File: config.mk
export PLATFORM = sky130hd
export DESIGN_NAME = alu_issue
export DESIGN_NICKNAME = d
export VERILOG_FILES = /design/src/rtl/alu_issue.sv
export SDC_FILE = /design/constraint.sdc
export NUM_CORES = 1
export LEC_CHECK = 0
export ABC_AREA = 1
export BUFFER_PORTS_ARGS = -buffer_cell sky130_fd_sc_hd__buf_4
export CORE_UTILIZATION = 49
export DETAILED_ROUTE_END_ITERATION = 10
export GPL_ROUTABILITY_DRIVEN = 0
export PLACE_DENSITY = 0.87
export SYNTH_ARGS = -nofsm -noshare
export SYNTH_HDL_FRONTEND = slang
export SYNTH_SLANG_ARGS = --single-unit
File: constraint.sdc
create_clock -name I_clk -period 2.4 [get_ports I_clk]
set_clock_uncertainty 0.1 [all_clocks]
set_input_delay 0.48 -clock I_clk [delete_from_list [all_inputs] [get_ports I_clk]]
set_output_delay 0.48 -clock I_clk [all_outputs]
set_load 0.01 [all_outputs]
File: src/rtl/alu_issue.sv
// Single registered issue stage: decodes RV32I integer/address ops into ALU
// select and operands, with a valid/ready handshake and a flush input.
module alu_issue (
  input  logic        I_clk,
  input  logic        I_rst_n,
  input  logic        I_flush,
  input  logic        I_valid,
  output logic        O_ready,
  input  logic [6:0]  I_opcode,
  input  logic [2:0]  I_funct3,
  input  logic        I_funct7b5,
  input  logic [31:0] I_rs1,
  input  logic [31:0] I_rs2,
  input  logic [31:0] I_imm,
  input  logic [31:0] I_pc,
  input  logic [4:0]  I_rd,
  output logic        O_valid,
  input  logic        I_ready,
  output logic [3:0]  O_ALUSel,
  output logic [31:0] O_op1,
  output logic [31:0] O_op2,
  output logic [4:0]  O_rd,
  output logic        O_illegal
);

  localparam int unsigned XLEN  = 32;
  localparam int unsigned SELW  = 4;
  localparam int unsigned RIDXW = 5;
  localparam int unsigned SHW   = 5;

  localparam logic [SELW-1:0] ALU_ADD  = 4'd0;
  localparam logic [SELW-1:0] ALU_SLL  = 4'd1;
  localparam logic [SELW-1:0] ALU_SLT  = 4'd2;
  localparam logic [SELW-1:0] ALU_SLTU = 4'd3;
  localparam logic [SELW-1:0] ALU_XOR  = 4'd4;
  localparam logic [SELW-1:0] ALU_SRL  = 4'd5;
  localparam logic [SELW-1:0] ALU_OR   = 4'd6;
  localparam logic [SELW-1:0] ALU_AND  = 4'd7;
  localparam logic [SELW-1:0] ALU_SUB  = 4'd12;
  localparam logic [SELW-1:0] ALU_SRA  = 4'd13;

  localparam logic [6:0] OPC_OP     = 7'b0110011;
  localparam logic [6:0] OPC_OPIMM  = 7'b0010011;
  localparam logic [6:0] OPC_LUI    = 7'b0110111;
  localparam logic [6:0] OPC_AUIPC  = 7'b0010111;
  localparam logic [6:0] OPC_JAL    = 7'b1101111;
  localparam logic [6:0] OPC_JALR   = 7'b1100111;
  localparam logic [6:0] OPC_LOAD   = 7'b0000011;
  localparam logic [6:0] OPC_STORE  = 7'b0100011;
  localparam logic [6:0] OPC_BRANCH = 7'b1100011;

  typedef struct packed {
    logic [SELW-1:0] sel;
    logic [XLEN-1:0] op1;
    logic [XLEN-1:0] op2;
    logic [RIDXW-1:0] rd;
    logic            illegal;
  } issue_t;

  issue_t          dec_c;
  issue_t          ent_q;
  logic            valid_q;
  logic            is_shift_c;
  logic [XLEN-1:0] src2_c;

  // Combinational decode of the offered instruction
  always_comb begin
    dec_c      = '0;
    dec_c.sel  = ALU_ADD;
    dec_c.rd   = I_rd;
    is_shift_c = 1'b0;
    src2_c     = (I_opcode == OPC_OP) ? I_rs2 : I_imm;
    unique case (I_opcode)
      OPC_OP, OPC_OPIMM: begin
        dec_c.op1 = I_rs1;
        dec_c.op2 = src2_c;
        unique case (I_funct3)
          3'b000: dec_c.sel = (I_opcode == OPC_OP && I_funct7b5) ? ALU_SUB : ALU_ADD;
          3'b001: begin dec_c.sel = ALU_SLL; is_shift_c = 1'b1; end
          3'b010: dec_c.sel = ALU_SLT;
          3'b011: dec_c.sel = ALU_SLTU;
          3'b100: dec_c.sel = ALU_XOR;
          3'b101: begin dec_c.sel = I_funct7b5 ? ALU_SRA : ALU_SRL; is_shift_c = 1'b1; end
          3'b110: dec_c.sel = ALU_OR;
          default: dec_c.sel = ALU_AND;
        endcase
        // Shift amount is only the low five bits of the source
        if (is_shift_c) dec_c.op2 = {(XLEN-SHW)'(0), src2_c[SHW-1:0]};
      end
      OPC_LUI: begin
        dec_c.op2 = I_imm;
      end
      OPC_AUIPC, OPC_BRANCH: begin
        dec_c.op1 = I_pc;
        dec_c.op2 = I_imm;
      end
      OPC_JAL, OPC_JALR: begin
        dec_c.op1 = I_pc;
        dec_c.op2 = XLEN'(4);
      end
      OPC_LOAD, OPC_STORE: begin
        dec_c.op1 = I_rs1;
        dec_c.op2 = I_imm;
      end
      default: begin
        dec_c.illegal = 1'b1;
      end
    endcase
  end

  assign O_ready = !I_flush && (!valid_q || I_ready);

  // Pipeline register: flush wins, then capture, then drain
  always_ff @(posedge I_clk or negedge I_rst_n) begin
    if (!I_rst_n) begin
      valid_q <= 1'b0;
      ent_q   <= '0;
    end else if (I_flush) begin
      valid_q <= 1'b0;
    end else if (I_valid && O_ready) begin
      valid_q <= 1'b1;
      ent_q   <= dec_c;
    end else if (I_ready) begin
      valid_q <= 1'b0;
    end
  end

  assign O_valid   = valid_q;
  assign O_ALUSel  = ent_q.sel;
  assign O_op1     = ent_q.op1;
  assign O_op2     = ent_q.op2;
  assign O_rd      = ent_q.rd;
  assign O_illegal = ent_q.illegal;

endmodule
==> reports/results.tsv <==
stage	metric	value	unit
route	Residual DRC	0	
worst_setup_path	FF-to-FF Start	O_valid	
worst_setup_path	worst setup path start	O_valid	
worst_setup_path	R2R depth	8	
clock_tree	Worst-path clk slew	0.08	ns
clock_tree	CTS Buffer Depth	2	
logic_synthesis	sequential fraction of the synthesis area	0.4298	
power_and_ir_drop	Static Leakage	3.626	nW
timing	Final Hold Viols	0	
worst_setup_path	Worst Path Max Fanout	74	
route	drt pass-1 iters	6	
timing	f_max	554.3	MHz
clock_tree	post-CTS setup buffers	0	
timing	fin crit period	1.804	ns
floorplanning	core area	8678	µm²
logic_synthesis	Yosys top cell area share	0.4298	
run	maxcap violations	0	
logic_synthesis	cell taking the most area after synthesis	dfrtp_1	
logic_synthesis	Synth Cell Area	4367	µm²
route	via count	4642	
logic_synthesis	syn nets	755	
worst_setup_path	Worst Setup Path Type	register to register	
logic_synthesis	post-synthesis register bit count	75	
timing	crit share post-route	0.7517	
timing	Final Setup Violations	0	
clock_tree	hold_buf cts	0	
grt	vias in the first global route	4064	
worst_hold_path	Hold/Removal Path Class	input port to async pin	
layout	nets	965	
grt	GR Overflow Total	0	
route	final WL	12790	µm
clock_tree	Inserted Clock Buffers	9	
clock_tree	Root Driver	clkbuf_8	
clock_tree	clock latency on the worst-skew pair	0.33	ns
floorplanning	Top-Level Pins	225	
placed_design	Port-buffer cells	224	
floorplanning	die outline area	9293	µm²
route	Iteration-0 DRC Markers	203	
grt	All-Layer GR Usage	0.2633	
layout	ANT cells	0	
logic_synthesis	Synth cell types	23	
worst_setup_path	CP Capture Type	register	
power_and_ir_drop	Max IR drop VDD	285.2	µV
floorplanning	Row Count	34	
layout	share of layout cells above drive strength 1	0.3910	
floorplanning	Die W	96.40	µm
grt	first-pass GRT wire length	18770	µm
logic_synthesis	Synthesis Warnings	0	
clock_tree	CTS tree	yes	
power_and_ir_drop	Power Density	498.2	nW/µm²
timing	setup total negative slack	0	ns
placed_design	hpwl dp	9220	µm
logic_synthesis	cell count after synthesis	606	
grt	initial antenna violation count	0	
worst_setup_path	Worst R2R Setup Slack	0.60	ns
worst_setup_path	crit path DAT	1.91	ns
logic_synthesis	Synth area leaders	dfrtp_1 43%, nand2_1 21%, or2_2 8.6%	
route	DR WL/cell	13.76	µm
clock_tree	post-cts resize count	0	
layout	fill cell total of the finished layout	674	
outcome	status	complete, no violations	
route	antenna-violating nets left	0	
timing	Slew @ Worst Pin	0.9346	ns
route	Via-to-Cell Ratio	4.997	
floorplanning	Die Y	96.40	µm
layout	P&R area growth vs syn	43.07	%
worst_setup_path	Worst EP required	2.51	ns
timing	Max-slew headroom	0.3769	
worst_setup_path	CP startpoint kind	register	
clock_tree	Sink Count	75	
logic_synthesis	syn avg cell area	7.206	µm²
clock_tree	H-tree level count	3	
timing	Pins Over Slew Limit	0	
worst_setup_path	worst r2r dst	O_op1[31]	
grt	largest net degree at the start of global routing	76	
timing	RSZ-0062 raised after global routing	false	
layout	final core area utilization	0.7199	
floorplanning	starting density of the core	0.5032	
power breakdown:
group	internal (W)	switching, W
combinational	0.000452	0.000349
clock	0.000425	0.000452
sequential	0.00137	0.0000593
synthesized netlist by cell type (all sizes together):
cell    count
a21oi      32
buf        28
nor2       24
o21bai      4
a21boi     32
o21ai       5
nor3        1
nand3      45
or2        60
inv        46
nand4       1
nand2     248
clkbuf      5
dfrtp      75
critical path: stages, from the launching register on:
cell and delay [ns]:
dfrtp_1 0.38, inv_1 0.05, nor2_1 0.07, nor3_4 0.17
buf_4 0.30, inv_2 0.07, buf_12 0.19, a21oi_1 0.19
a21boi_1 0.09
sequential cells by signal, indices dropped and copies added (netlist names):
signal / count
O_op1: 32
O_rd: 5
O_illegal: 1
O_op2: 32
O_ALUSel: 4
O_valid: 1
area by class of cell:
class | instances | area [µm²] | area share
Clock inverter | 5 | 27.53 | 0.004406
Tap cell | 108 | 135.1 | 0.02163
Multi-Input combinational cell | 452 | 2130 | 0.3409
Timing Repair Buffer | 232 | 1754 | 0.2808
Clock buffer | 11 | 151.4 | 0.02423
Sequential cell | 75 | 1877 | 0.3004
Inverter | 46 | 172.7 | 0.02764
placed cells by master (no fill, tap or decap), types with 2 or more instances in the layout:
master,n
clkinv_2,4
a21boi_0,2
nand3_1,42
a21oi_1,32
inv_2,5
nand2_1,247
buf_4,231
or2_2,60
o21ai_1,2
clkbuf_8,11
a21boi_1,30
nor2_1,21
o21bai_1,4
nor2_2,2
inv_1,41
nand3_2,3
dfrtp_1,75
o21ai_0,3
metrics by stage:
stage / instance area, µm² / power [W] / cells / worst slack [ns] / hold slack [ns]
final: 6247 / 0.003112 / 929 / 0.5960 / 0.1908
after global routing: 6247 / 0.003273 / 929 / 0.4096 / 0.2231
after CTS: 6247 / 0.003133 / 929 / 0.5859 / 0.2117
after detailed placement: 6068 / 0.002262 / 913 / 0.3290 / 0.3649
after global placement: 6068 / 0.002235 / 913 / 0.3894 / 0.3570
after floorplan: 4367 / 0.001794 / 606 / 0.7937 / 0.08441
cell families (layout without fill, tap and decap cells):
kind of cell | after synthesis | in the layout | synth area share
simple gates | 379 | 379 | 0.3834
flops | 75 | 75 | 0.4298
buf+inv | 79 | 294 | 0.08252
compound gates | 73 | 73 | 0.1043
how the worst max path moves through the flow:
stage	slack [ns]	to
finish	0.60	O_op1[31]
global route	0.41	O_op1[0]
CTS	0.59	O_op1[5]
detailed placement	0.33	O_op1[1]
global placement	0.39	O_op2[15]
floorplan	0.79	O_op2[19]
routing by layer:
| metal | GRT usage | vias up | part of all wire | wire length [µm] |
|---|---|---|---|---|
| met5 | 0 | - | 0 | 0 |
| met4 | 0.09804 | 0 | 0.016 | 206 |
| met3 | 0.05556 | 21 | 0.080 | 1018 |
| met2 | 0.4604 | 214 | 0.49 | 6293 |
| met1 | 0.3192 | 2117 | 0.41 | 5267 |
| li1 | - | 2290 | - | - |
No activity file was read; power rests on OpenSTA's default activity.
